**config.mk**
```make
export PLATFORM = sky130hd
export DESIGN_NAME = hw_barrier_multi_unit
export DESIGN_NICKNAME = d
export VERILOG_FILES = /design/src/rtl/hw_barrier_multi_pkg.sv /design/src/rtl/hw_barrier_slice.sv /design/src/rtl/hw_barrier_multi_unit.sv
export SDC_FILE = /design/constraint.sdc
export NUM_CORES = 1
export LEC_CHECK = 0
export BUFFER_PORTS_ARGS = -buffer_cell sky130_fd_sc_hd__buf_2
export CAP_MARGIN = 20
export CORE_MARGIN = 3
export CORE_UTILIZATION = 55
export DETAILED_ROUTE_END_ITERATION = 12
export PLACE_DENSITY = 0.8
export SYNTH_ARGS = -nofsm -noshare
export SYNTH_HDL_FRONTEND = slang
export SYNTH_HIERARCHICAL = 1
export SYNTH_SLANG_ARGS = --single-unit
```
**constraint.sdc**
```tcl
create_clock -name clk_i -period 2.6 [get_ports clk_i]
set_clock_uncertainty 0.1 [all_clocks]
set_input_delay 0.78 -clock clk_i [delete_from_list [all_inputs] [get_ports clk_i]]
set_output_delay 0.78 -clock clk_i [all_outputs]
set_load 0.005 [all_outputs]
```
**src/rtl/hw_barrier_multi_pkg.sv**
```systemverilog
// Shared register map, barrier-id width helper and per-barrier state for the
// multi-barrier unit.
package hw_barrier_multi_pkg;

   typedef enum logic [2:0] {
      OFF_TRIG_MASK     = 3'd0,
      OFF_STATUS        = 3'd1,
      OFF_TARGET_MASK   = 3'd2,
      OFF_SW_TRIGGER    = 3'd3,
      OFF_GEN_COUNT     = 3'd4,
      OFF_TIMEOUT_LIMIT = 3'd5,
      OFF_TIMEOUT_FLAG  = 3'd6,
      OFF_RSVD          = 3'd7
   } reg_off_e;

   localparam int unsigned MAX_CORES = 32;
   localparam int unsigned GEN_W     = 16;

   function automatic int unsigned barr_id_w(input int unsigned nb);
      return (nb > 1) ? $clog2(nb) : 1;
   endfunction

   typedef struct packed {
      logic [MAX_CORES-1:0] trig_mask;
      logic [MAX_CORES-1:0] status;
      logic [MAX_CORES-1:0] target_mask;
      logic [GEN_W-1:0]     gen_count;
   } barrier_state_t;

endpackage

```
**src/rtl/hw_barrier_slice.sv**
```systemverilog
// One barrier: registers, match detection and (with HWBARR_TIMEOUT_EN) the
// arrival timeout counter.
module hw_barrier_slice
   import hw_barrier_multi_pkg::*;
#(
   parameter int unsigned NB_CORES  = 8,
   parameter int unsigned TIMEOUT_W = 16
) (
   input  logic                clk_i,
   input  logic                rst_ni,
   input  logic [NB_CORES-1:0] hw_arrive_i,
   input  logic                we_i,
   input  reg_off_e            off_i,
   input  logic [31:0]         wdata_i,
   output logic                match_o,
   output logic [NB_CORES-1:0] target_o,
   output logic [NB_CORES-1:0] status_o,
   output logic [31:0]         rdata_o,
   output logic                timeout_flag_o
);

   localparam logic [MAX_CORES-1:0] CORE_MSK = MAX_CORES'((64'd1 << NB_CORES) - 64'd1);

   barrier_state_t       st_q;
   logic [MAX_CORES-1:0] wmask;
   logic [MAX_CORES-1:0] arrive;
   logic                 mask_we;
   logic [31:0]          lim_rd;

   always_comb begin
      wmask   = wdata_i & CORE_MSK;
      mask_we = we_i && (off_i == OFF_TRIG_MASK);
      arrive  = MAX_CORES'(hw_arrive_i);
      if (we_i && (off_i == OFF_SW_TRIGGER)) arrive = arrive | wmask;
   end

   assign match_o = (st_q.trig_mask != '0) && (st_q.status == st_q.trig_mask);

   // Mask write wins over arrivals; a match hands same-cycle arrivals to the next round.
   always_ff @(posedge clk_i or negedge rst_ni) begin
      if (!rst_ni) begin
         st_q <= '0;
      end else begin
         if (mask_we) st_q.trig_mask <= wmask;
         if (we_i && (off_i == OFF_TARGET_MASK)) st_q.target_mask <= wmask;
         if (mask_we)      st_q.status <= '0;
         else if (match_o) st_q.status <= arrive;
         else              st_q.status <= st_q.status | arrive;
         if (match_o) st_q.gen_count <= st_q.gen_count + 1'b1;
      end
   end

`ifdef HWBARR_TIMEOUT_EN
   logic [TIMEOUT_W-1:0] tmo_cnt_q, tmo_lim_q, tmo_nxt;
   logic                 tmo_flag_q, counting, tmo_step;

   assign counting = !mask_we && !match_o && (st_q.status != '0);
   assign tmo_nxt  = tmo_cnt_q + 1'b1;
   assign tmo_step = counting && (tmo_cnt_q != tmo_lim_q);

   // Flag is set only on the step that reaches the limit, so a W1C sticks
   // while the counter sits saturated.
   always_ff @(posedge clk_i or negedge rst_ni) begin
      if (!rst_ni) begin
         tmo_cnt_q  <= '0;
         tmo_lim_q  <= '1;
         tmo_flag_q <= 1'b0;
      end else begin
         if (we_i && (off_i == OFF_TIMEOUT_LIMIT)) tmo_lim_q <= TIMEOUT_W'(wdata_i);
         if (mask_we || match_o) tmo_cnt_q <= '0;
         else if (tmo_step)      tmo_cnt_q <= tmo_nxt;
         if (tmo_step && (tmo_nxt == tmo_lim_q))                       tmo_flag_q <= 1'b1;
         else if (we_i && (off_i == OFF_TIMEOUT_FLAG) && wdata_i[0])   tmo_flag_q <= 1'b0;
      end
   end

   assign lim_rd         = 32'(tmo_lim_q);
   assign timeout_flag_o = tmo_flag_q;
`else
   logic [TIMEOUT_W-1:0] unused_tmo;
   assign unused_tmo     = '0;
   assign lim_rd         = '0;
   assign timeout_flag_o = 1'b0;
`endif

   always_comb begin
      rdata_o = '0;
      case (off_i)
         OFF_TRIG_MASK:     rdata_o = st_q.trig_mask;
         OFF_STATUS:        rdata_o = st_q.status;
         OFF_TARGET_MASK:   rdata_o = st_q.target_mask;
         OFF_GEN_COUNT:     rdata_o = 32'(st_q.gen_count);
         OFF_TIMEOUT_LIMIT: rdata_o = lim_rd;
         OFF_TIMEOUT_FLAG:  rdata_o = {31'b0, timeout_flag_o};
         default:           rdata_o = '0;
      endcase
   end

   assign target_o = st_q.target_mask[NB_CORES-1:0];
   assign status_o = st_q.status[NB_CORES-1:0];

endmodule

```
**src/rtl/hw_barrier_multi_unit.sv**
```systemverilog
// Multi-barrier synchronisation unit: trigger decode, register decode/read mux
// and NB_BARRIERS slices. Optional timeouts via HWBARR_TIMEOUT_EN.
module hw_barrier_multi_unit
   import hw_barrier_multi_pkg::*;
#(
   parameter  int unsigned NB_CORES    = 8,
   parameter  int unsigned NB_BARRIERS = 8,
   parameter  int unsigned TIMEOUT_W   = 16,
   localparam int unsigned BARR_ID_W   = barr_id_w(NB_BARRIERS)
) (
   input  logic                                   clk_i,
   input  logic                                   rst_ni,
   input  logic [NB_CORES-1:0]                    trig_valid_i,
   input  logic [NB_CORES-1:0][BARR_ID_W-1:0]     trig_id_i,
   input  logic                                   req_i,
   input  logic [31:0]                            add_i,
   input  logic                                   wen_i,
   input  logic [31:0]                            wdata_i,
   output logic                                   gnt_o,
   output logic                                   r_valid_o,
   output logic [31:0]                            r_rdata_o,
   output logic [NB_CORES-1:0]                    barrier_events_o,
   output logic [NB_BARRIERS-1:0][NB_CORES-1:0]   barrier_status_o,
   output logic                                   timeout_irq_o
);

   logic [BARR_ID_W-1:0]  bidx;
   logic                  in_range, wr_en, unused_add;
   reg_off_e              off;
   logic [NB_CORES-1:0]   hw_arr   [NB_BARRIERS];
   logic [NB_CORES-1:0]   target   [NB_BARRIERS];
   logic [31:0]           rdata    [NB_BARRIERS];
   logic [NB_BARRIERS-1:0] match, tmo_flag;

   // Range check uses every bit above the offset so aliased ids are rejected.
   assign in_range   = add_i[31:5] < 27'(NB_BARRIERS);
   assign bidx       = add_i[5+BARR_ID_W-1:5];
   assign off        = reg_off_e'(add_i[4:2]);
   assign wr_en      = req_i && !wen_i && in_range;
   assign unused_add = ^add_i[1:0];
   assign gnt_o      = req_i;

   always_comb begin
      for (int unsigned b = 0; b < NB_BARRIERS; b++) begin
         hw_arr[b] = '0;
         for (int unsigned c = 0; c < NB_CORES; c++)
            if (trig_valid_i[c] && (trig_id_i[c] == BARR_ID_W'(b))) hw_arr[b][c] = 1'b1;
      end
   end

   for (genvar g = 0; g < NB_BARRIERS; g++) begin : g_slice
      hw_barrier_slice #(
         .NB_CORES  (NB_CORES),
         .TIMEOUT_W (TIMEOUT_W)
      ) u_slice (
         .clk_i          (clk_i),
         .rst_ni         (rst_ni),
         .hw_arrive_i    (hw_arr[g]),
         .we_i           (wr_en && (bidx == BARR_ID_W'(g))),
         .off_i          (off),
         .wdata_i        (wdata_i),
         .match_o        (match[g]),
         .target_o       (target[g]),
         .status_o       (barrier_status_o[g]),
         .rdata_o        (rdata[g]),
         .timeout_flag_o (tmo_flag[g])
      );
   end

   always_comb begin
      barrier_events_o = '0;
      for (int unsigned b = 0; b < NB_BARRIERS; b++)
         if (match[b]) barrier_events_o = barrier_events_o | target[b];
   end

   always_ff @(posedge clk_i or negedge rst_ni) begin
      if (!rst_ni) begin
         r_valid_o <= 1'b0;
         r_rdata_o <= '0;
      end else begin
         r_valid_o <= req_i;
         r_rdata_o <= (req_i && wen_i && in_range) ? rdata[bidx] : '0;
      end
   end

   assign timeout_irq_o = |tmo_flag;

endmodule

```
After elaboration in Yosys (flattened, before gate mapping)
Index checks and enable logic that the tools add are counted.
Word-level totals
  register bits after elaboration: 545
  output and inout bits: 107
  logic and storage cells: 378
Operators by class
  add/subtract/negate cells: 8
  $lt $le $gt $ge: 2
  eq/ne operators: 75
  multiplexer cells: 108
  bitwise logic cells: 24
  reduce and logical (&&, ||, !) cells: 127
Operators with widths (count)
  32-bit case mux with 4 select lines: 8
  32-bit 2-to-1 mux: 19
  32-bit by 8-bit equality test with 1-bit output: 8
  32-bit OR: 8
  32-bit nonzero test: 8
  16-bit by 1-bit adder with 16-bit output (second input constant): 8
  8-bit 2-to-1 mux: 16
  8-bit OR: 15
  3-bit equality test (second input constant): 37
  1-bit logical AND: 108
  32-bit binary-select mux with 3-bit select: 1
  1-bit 2-to-1 mux: 64
  3-bit by 2-bit equality test with 1-bit output (second input constant): 20
  3-bit by 1-bit equality test with 1-bit output (second input constant): 10
  3-bit logical NOT: 10
  27-bit by 4-bit less-than comparator with 1-bit output (second input constant): 1
  4-bit >= comparator (second input constant): 1
  3-bit NOT with 4-bit output: 1
  1-bit logical NOT: 1

Logic depth before layout (Yosys ltp)
  depth in word-level cells: 17
  gate-level depth with buffers: 12
  gate-level depth less buffers: 7

Hierarchy
The synthesis kept the hierarchy.
By module, submodules not included
  hw_barrier_slice: times used 8, cells an instance 264, area an instance 2508.7 um^2, sequential area each 1001.0 um^2
  hw_barrier_multi_unit: times used 1, cells an instance 368, area an instance 4036.4 um^2, sequential area each 825.8 um^2

Least setup slack after synthesis
OpenSTA, ideal clock, no wires.
  path type: input port to flip-flop
  from: input port add_i[7]
  to: register g_slice[1].u_slice.st_q (netlist bit g_slice[1].u_slice/status_o[6])
  arrival: 2.631 ns
  data required time: 2.365 ns
  setup slack: -0.266 ns
  cell stages on the path: 11
  cells stage by stage: buf_2 -> buf_6 -> buf_6 -> or3_1 -> nor3_1 -> nand2b_1 -> or3_1 -> clkbuf_1 -> clkbuf_1 -> nand2_1 -> o22ai_1
On the way
  word-level cells in the longest chain between the ends: 8
  elaborated cells on any way between the ends: 10
  those cells by class: order compare: 1; eq/ne: 1; mux: 3; bitwise: 1; reduce/logical: 4
Ends and longest elaborated chain
  start, declared: RTL line hw_barrier_multi_unit.sv:16  | input logic [31:0] add_i,
  27-bit by 4-bit less-than comparator with 1-bit output: RTL line hw_barrier_multi_unit.sv:36  | assign in_range = add_i[31:5] < 27'(NB_BARRIERS);
  1-bit logical AND: RTL line hw_barrier_multi_unit.sv:39  | assign wr_en = req_i && !wen_i && in_range;
  1-bit logical AND (*): RTL line hw_barrier_multi_unit.sv:59  | .we_i (wr_en && (bidx == BARR_ID_W'(g))),
  1-bit logical AND: RTL line hw_barrier_slice.sv:34  | if (we_i && (off_i == OFF_SW_TRIGGER)) arrive = arrive | wmask;
  8-bit 2-to-1 mux: RTL line hw_barrier_slice.sv:34
  32-bit OR: RTL line hw_barrier_slice.sv:48  | else st_q.status <= st_q.status | arrive;
  32-bit 2-to-1 mux: RTL line hw_barrier_slice.sv:47  | else if (match_o) st_q.status <= arrive;
  32-bit 2-to-1 mux (*): RTL line hw_barrier_slice.sv:46  | if (mask_we) st_q.status <= '0;
  end, declared: RTL line hw_barrier_slice.sv:24  | barrier_state_t st_q;
Every way passes the cells marked *; elsewhere a longest branch is shown, timed or not.
A chain may end at the register's enable or synchronous reset.

Worst setup path after layout
  from: register g_slice[1].u_slice/st_q[85] (netlist bit)
  to: output port barrier_events_o[0]
On the way
  word-level cells in the longest chain between the ends: 15
  elaborated cells on any way between the ends: 16
  those cells by class: eq/ne: 1; mux: 7; bitwise: 6; reduce/logical: 2
Ends and longest elaborated chain
  32-bit by 8-bit equality test with 1-bit output or 32-bit nonzero test (tied branches): RTL line hw_barrier_slice.sv:37  | assign match_o = (st_q.trig_mask != '0) && (st_q.status == st_q.trig_mask);
  1-bit logical AND (*): RTL line hw_barrier_slice.sv:37
  via match[1]: RTL line hw_barrier_multi_unit.sv:33  | logic [NB_BARRIERS-1:0] match, tmo_flag;
  8-bit 2-to-1 mux (*): RTL line hw_barrier_multi_unit.sv:73  | if (match[b]) barrier_events_o = barrier_events_o | target[b];
  8-bit OR: RTL line hw_barrier_multi_unit.sv:73
  8-bit 2-to-1 mux (*): RTL line hw_barrier_multi_unit.sv:73
  8-bit OR: RTL line hw_barrier_multi_unit.sv:73
  8-bit 2-to-1 mux (*): RTL line hw_barrier_multi_unit.sv:73
  8-bit OR: RTL line hw_barrier_multi_unit.sv:73
  8-bit 2-to-1 mux (*): RTL line hw_barrier_multi_unit.sv:73
  8-bit OR: RTL line hw_barrier_multi_unit.sv:73
  8-bit 2-to-1 mux (*): RTL line hw_barrier_multi_unit.sv:73
  8-bit OR: RTL line hw_barrier_multi_unit.sv:73
  8-bit 2-to-1 mux (*): RTL line hw_barrier_multi_unit.sv:73
  8-bit OR: RTL line hw_barrier_multi_unit.sv:73
  8-bit 2-to-1 mux (*): RTL line hw_barrier_multi_unit.sv:73
  end, declared: RTL line hw_barrier_multi_unit.sv:22  | output logic [NB_CORES-1:0] barrier_events_o,
Mark *: on every way through the listed nets, which the timed path passes. The rest lies on a longest branch.

==> impl_metrics.prom <==
# TYPE chip_impl_metric gauge
chip_impl_info{name="outcome",value="complete, but fails checks"} 1
chip_impl_info{name="failed_checks",value="negative setup slack"} 1
chip_impl_metric{name="synthesis.instances",unit=""} 2480
chip_impl_metric{name="synth.avg_cell_area",unit="sq um"} 9.72
chip_impl_metric{name="final_min_period_over_clock_period",unit=""} 1.33
chip_impl_metric{name="grt_use_total",unit=""} 0.324
chip_impl_metric{name="fp.dieW",unit="um"} 215
chip_impl_info{name="crit_chain",value="or4_4 > nor2_4 > nor3_4 > buf_12 > a22oi_2 > nand4_1 > buf_2"} 1
chip_impl_metric{name="initial_utilization",unit=""} 0.558
chip_impl_metric{name="worstPathMaxFanout",unit=""} 10
chip_impl_metric{name="grt_pass1_wl",unit="um"} 118000
chip_impl_metric{name="drc",unit=""} 0
chip_impl_metric{name="h_tree_level_count",unit=""} 2
chip_impl_metric{name="synth_warnings",unit=""} 6
chip_impl_metric{name="port_buffers",unit=""} 179
chip_impl_metric{name="power_per_cell_area",unit="nW/um^2"} 458
chip_impl_metric{name="power.share.switching",unit=""} 0.251
chip_impl_metric{name="drtIter0Drc",unit=""} 2211
chip_impl_metric{name="place_inst",unit=""} 3287
chip_impl_metric{name="critical_path_arrival",unit="ns"} 2.58
chip_impl_info{name="synth.top_cells.by_area",value="dfrtp_1 37%, buf_4 8.8%, mux4_2 6.0%, nand2_1 5.4%, xor2_1 4.4%"} 1
chip_impl_metric{name="power_frac_seq",unit=""} 0.436
chip_impl_info{name="grt_setup_unrepaired",value="true"} 1
chip_impl_info{name="endpoint",value="barrier_events_o[0]"} 1
chip_impl_metric{name="critical_path.max_stage_delay",unit="ns"} 0.58
chip_impl_metric{name="power_report.internal_total",unit="W"} 0.00961
chip_impl_metric{name="io-pin-count",unit=""} 207
chip_impl_metric{name="switching_component_of_the_power",unit="W"} 0.00321
chip_impl_info{name="r2r_end",value="r_rdata_o[4]$_DFF_PN0_"} 1
chip_impl_info{name="start_kind",value="flip-flop"} 1
chip_impl_metric{name="ff2ff_setup_slack",unit="ns"} 0.11
chip_impl_metric{name="grt_antenna_before_repair",unit=""} 1
chip_impl_metric{name="timing_worst_slew_pin_value",unit="ns"} 0.828
chip_impl_info{name="layout.cells.most_common",value="dfrtp_1"} 1
chip_impl_metric{name="fin_setup_tns",unit="ns"} -6.69
chip_impl_info{name="worst_path_dominant_cell_family",value="simple AND/OR/NAND/NOR gates"} 1
chip_impl_metric{name="diodes",unit=""} 0
chip_impl_metric{name="timing.slew.headroom",unit=""} 0.444
chip_impl_info{name="root_buffer",value="clkbuf_16"} 1
chip_impl_info{name="layout_common_cells",value="353 x dfrtp_1, 338 x nand2_1, 309 x buf_4"} 1
chip_impl_metric{name="fp.dieH",unit="um"} 215
chip_impl_metric{name="std_cell_rows",unit=""} 76
chip_impl_metric{name="post_layout_nonfiller_instances",unit=""} 3364
chip_impl_info{name="cp_slowest_cell",value="or4_4"} 1
chip_impl_metric{name="finalHoldWorstSlack",unit="ns"} 0.347
chip_impl_metric{name="clkSlewWorstSetupHoldPaths",unit="ns"} 0.06
chip_impl_metric{name="ratio_of_cells_with_drive_above_1_in_the_final_layout",unit=""} 0.330
chip_impl_metric{name="worstSkewPairLatency",unit="ns"} 0.58
chip_impl_metric{name="drt-total-wl",unit="um"} 76900
chip_impl_metric{name="cts_sinks",unit=""} 353
chip_impl_info{name="synth_area_leader_cell",value="dfrtp_1"} 1
chip_impl_metric{name="post_layout_net_count",unit=""} 2863
chip_impl_metric{name="worstRegToRegCells",unit=""} 9
chip_impl_metric{name="netlist-cell-type-count",unit=""} 42
chip_impl_metric{name="crit_buf_inv",unit=""} 2
chip_impl_metric{name="ys_seq_area_frac",unit=""} 0.366
chip_impl_metric{name="syn_area",unit="sq um"} 24100
chip_impl_metric{name="core",unit="sq um"} 43200
chip_impl_metric{name="largest_net_degree_at_the_start_of_global_routing",unit=""} 75
chip_impl_metric{name="drtAntennaViolNets",unit=""} 0
chip_impl_metric{name="via_per_inst",unit=""} 6.11
chip_impl_metric{name="grt_pass1_vias",unit=""} 20338
chip_impl_info{name="min_path_type",value="input port to flip-flop"} 1
chip_impl_metric{name="cp.depth",unit=""} 7
chip_impl_metric{name="drv.max_cap_violation_count",unit=""} 0
chip_impl_metric{name="synth_top_cell_area_share",unit=""} 0.366
chip_impl_metric{name="drt_pre_antenna_iters",unit=""} 6
chip_impl_metric{name="worst_slack",unit="ns"} -0.857
chip_impl_metric{name="routed-via-count",unit=""} 20564
chip_impl_metric{name="avgRoutedWirePerCell",unit="um"} 22.9
chip_impl_metric{name="clock_buffer_depth",unit=""} 3
chip_impl_metric{name="gr-total-overflow",unit=""} 0
chip_impl_metric{name="dieArea",unit="sq um"} 46400
chip_impl_info{name="crit_path_start",value="g_slice[1].u_slice/st_q[85]$_DFFE_PN0P_"} 1
chip_impl_info{name="tritoncts",value="done"} 1
chip_impl_metric{name="place_hpwl",unit="um"} 57700
chip_impl_metric{name="cp_data_required_time",unit="ns"} 1.72
chip_impl_metric{name="report.final.setup_viol",unit=""} 9
chip_impl_metric{name="cts-buffers-inserted",unit=""} 41
chip_impl_info{name="r2r-start",value="g_slice[7].u_slice/st_q[84]$_DFFE_PN0P_"} 1
chip_impl_metric{name="timing_hold_violations_final",unit=""} 0
chip_impl_info{name="crit_path_end_kind",value="primary output"} 1
chip_impl_metric{name="leakage",unit="nW"} 13.3
chip_impl_metric{name="clockPowerShare",unit=""} 0.453
chip_impl_metric{name="synth_seq_cells",unit=""} 353
chip_impl_metric{name="final_max_slew_viol_count",unit=""} 0
chip_impl_metric{name="ir_worst_vdd",unit="mV"} 0.433
chip_impl_metric{name="syn_to_final_growth",unit="%"} 16.0
chip_impl_metric{name="min_period",unit="ns"} 3.46
chip_impl_metric{name="power_frac_comb",unit=""} 0.111
chip_impl_metric{name="gp_routability_congestion",unit=""} 1.00
chip_impl_metric{name="fmax",unit="MHz"} 289
chip_impl_info{name="setup.worst_path.class",value="flip-flop to primary output"} 1
==> power groups by stage <==
stage	Clock (W)	Combinational, W	Sequential, W
after floorplan	0	0.000821	0.00570
after global placement	0	0.00134	0.00569
after detailed placement	0	0.00136	0.00569
after CTS	0.00588	0.00137	0.00559
after global routing	0.00609	0.00150	0.00560
final	0.00580	0.00142	0.00560
==> cell families (layout without fill, tap and decap cells) <==
| family | Yosys count | in the layout | share of synthesized area |
|---|---|---|---|
| muxes | 232 | 232 | 0.133 |
| adders and majority gates | 8 | 8 | 0.00415 |
| xor gates and xnor gates | 184 | 184 | 0.0669 |
| and+or+nand+nor | 980 | 980 | 0.239 |
| DFF | 353 | 353 | 0.366 |
| buffers and inverters | 403 | 574 | 0.111 |
| AOI/OAI and AO/OA | 312 | 312 | 0.0772 |
| other | 8 | 136 | 0.00125 |
==> Yosys cell counts <==
cell type and number:
dfrtp_1 353, nand4_2 8, nor3b_1 8, mux2i_1 96, nand4_1 51, nor4b_2 9
xnor2_1 64, or4_4 16, o21ai_0 56, and4_1 16, nor2_1 123, nor3_2 38
ha_1 8, a22oi_1 48, a21oi_1 112, and2_1 88, mux4_2 64, clkbuf_1 69
xor2_1 120, buf_2 43, o211ai_1 16, conb_1 8, buf_4 281, nor4_1 29
buf_12 1, o22ai_1 64, nand2_1 347, mux2_2 64, buf_6 6, buf_1 3
nand4b_1 1, and3_1 16, nand3b_1 1, o32ai_1 16, nand3_1 40, or3_1 9
nor3_1 35, mux2_1 8, nor4_2 81, nor2_2 8, nor2b_1 16, nand2b_1 40
==> worst min-delay path by stage <==
| stage | from | to | slack [ns] | cells after the start |
|---|---|---|---|---|
| after global placement | g_slice[1].u_slice/st_q[15]$_DFFE_PN0P_ | g_slice[1].u_slice/st_q[15]$_DFFE_PN0P_ | 0.35 | 1 |
| after CTS | req_i | r_valid_o$_DFF_PN0_ | 0.32 | 2 |
| after detailed placement | g_slice[2].u_slice/st_q[15]$_DFFE_PN0P_ | g_slice[2].u_slice/st_q[15]$_DFFE_PN0P_ | 0.35 | 1 |
| final | req_i | r_valid_o$_DFF_PN0_ | 0.35 | 2 |
| after floorplan | g_slice[0].u_slice/st_q[15]$_DFFE_PN0P_ | g_slice[0].u_slice/st_q[15]$_DFFE_PN0P_ | 0.33 | 1 |
| after global routing | req_i | r_valid_o$_DFF_PN0_ | 0.35 | 2 |
==> routing by layer <==
layer | GRT usage | vias to the layer above | wire [um]
li1 | - | 8966 | -
met1 | 0.444 | 10184 | 30600
met2 | 0.509 | 1201 | 34800
met3 | 0.0642 | 213 | 8080
met4 | 0.131 | 0 | 3350
met5 | 0 | - | 0
==> registers in the layout, indices dropped and copies added, names as in the netlist <==
| signal | flops |
|---|---|
| g_slice.u_slice/target_o | 64 |
| r_rdata_o | 32 |
| g_slice.u_slice/st_q | 192 |
| r_valid_o | 1 |
| g_slice.u_slice/status_o | 64 |
==> per-stage QoR <==
| stage | area (sq um) | utilization | power, W | worst slack [ns] |
|---|---|---|---|---|
| after floorplan | 25200 | - | 0.00652 | -0.107 |
| after detailed placement | 26400 | 0.613 | 0.00705 | -0.599 |
| after global routing | 28000 | 0.648 | 0.0132 | -0.882 |
| after CTS | 27900 | 0.647 | 0.0128 | -0.802 |
| final | 28000 | 0.648 | 0.0128 | -0.857 |
| after global placement | 26400 | 0.613 | 0.00703 | -0.549 |
==> worst reg2reg max path, stage by stage (launching register included) <==
cell	delay, ns
dfrtp_1	0.43
buf_4	0.15
mux2i_1	0.11
nor2_1	0.06
a21oi_1	0.27
o21ai_0	0.15
mux4_2	0.51
mux2i_1	0.35
buf_4	0.19
nor3_1	0.04
==> cell type report <==
type                       instances  area [sq um]
fill                            3382         15200
clock buffer                      62          1250
tap                              585           732
sequential                       353          8830
timing repair buffer             507          3610
multi-input combinational       1852         13500
clock inverter                     5          78.8
==> what timing repair did <==
action | 4_1_cts | 5_1_grt
buffers inserted | 7 | 2
pin swaps | 19 | 7
hold buffers | 1 | 0
setup endpoints to repair | 9 | 12
gates resized for setup | 15 | 3
endpoints found under the hold margin | 14 | 0
Power figures use the tool's default switching activity.
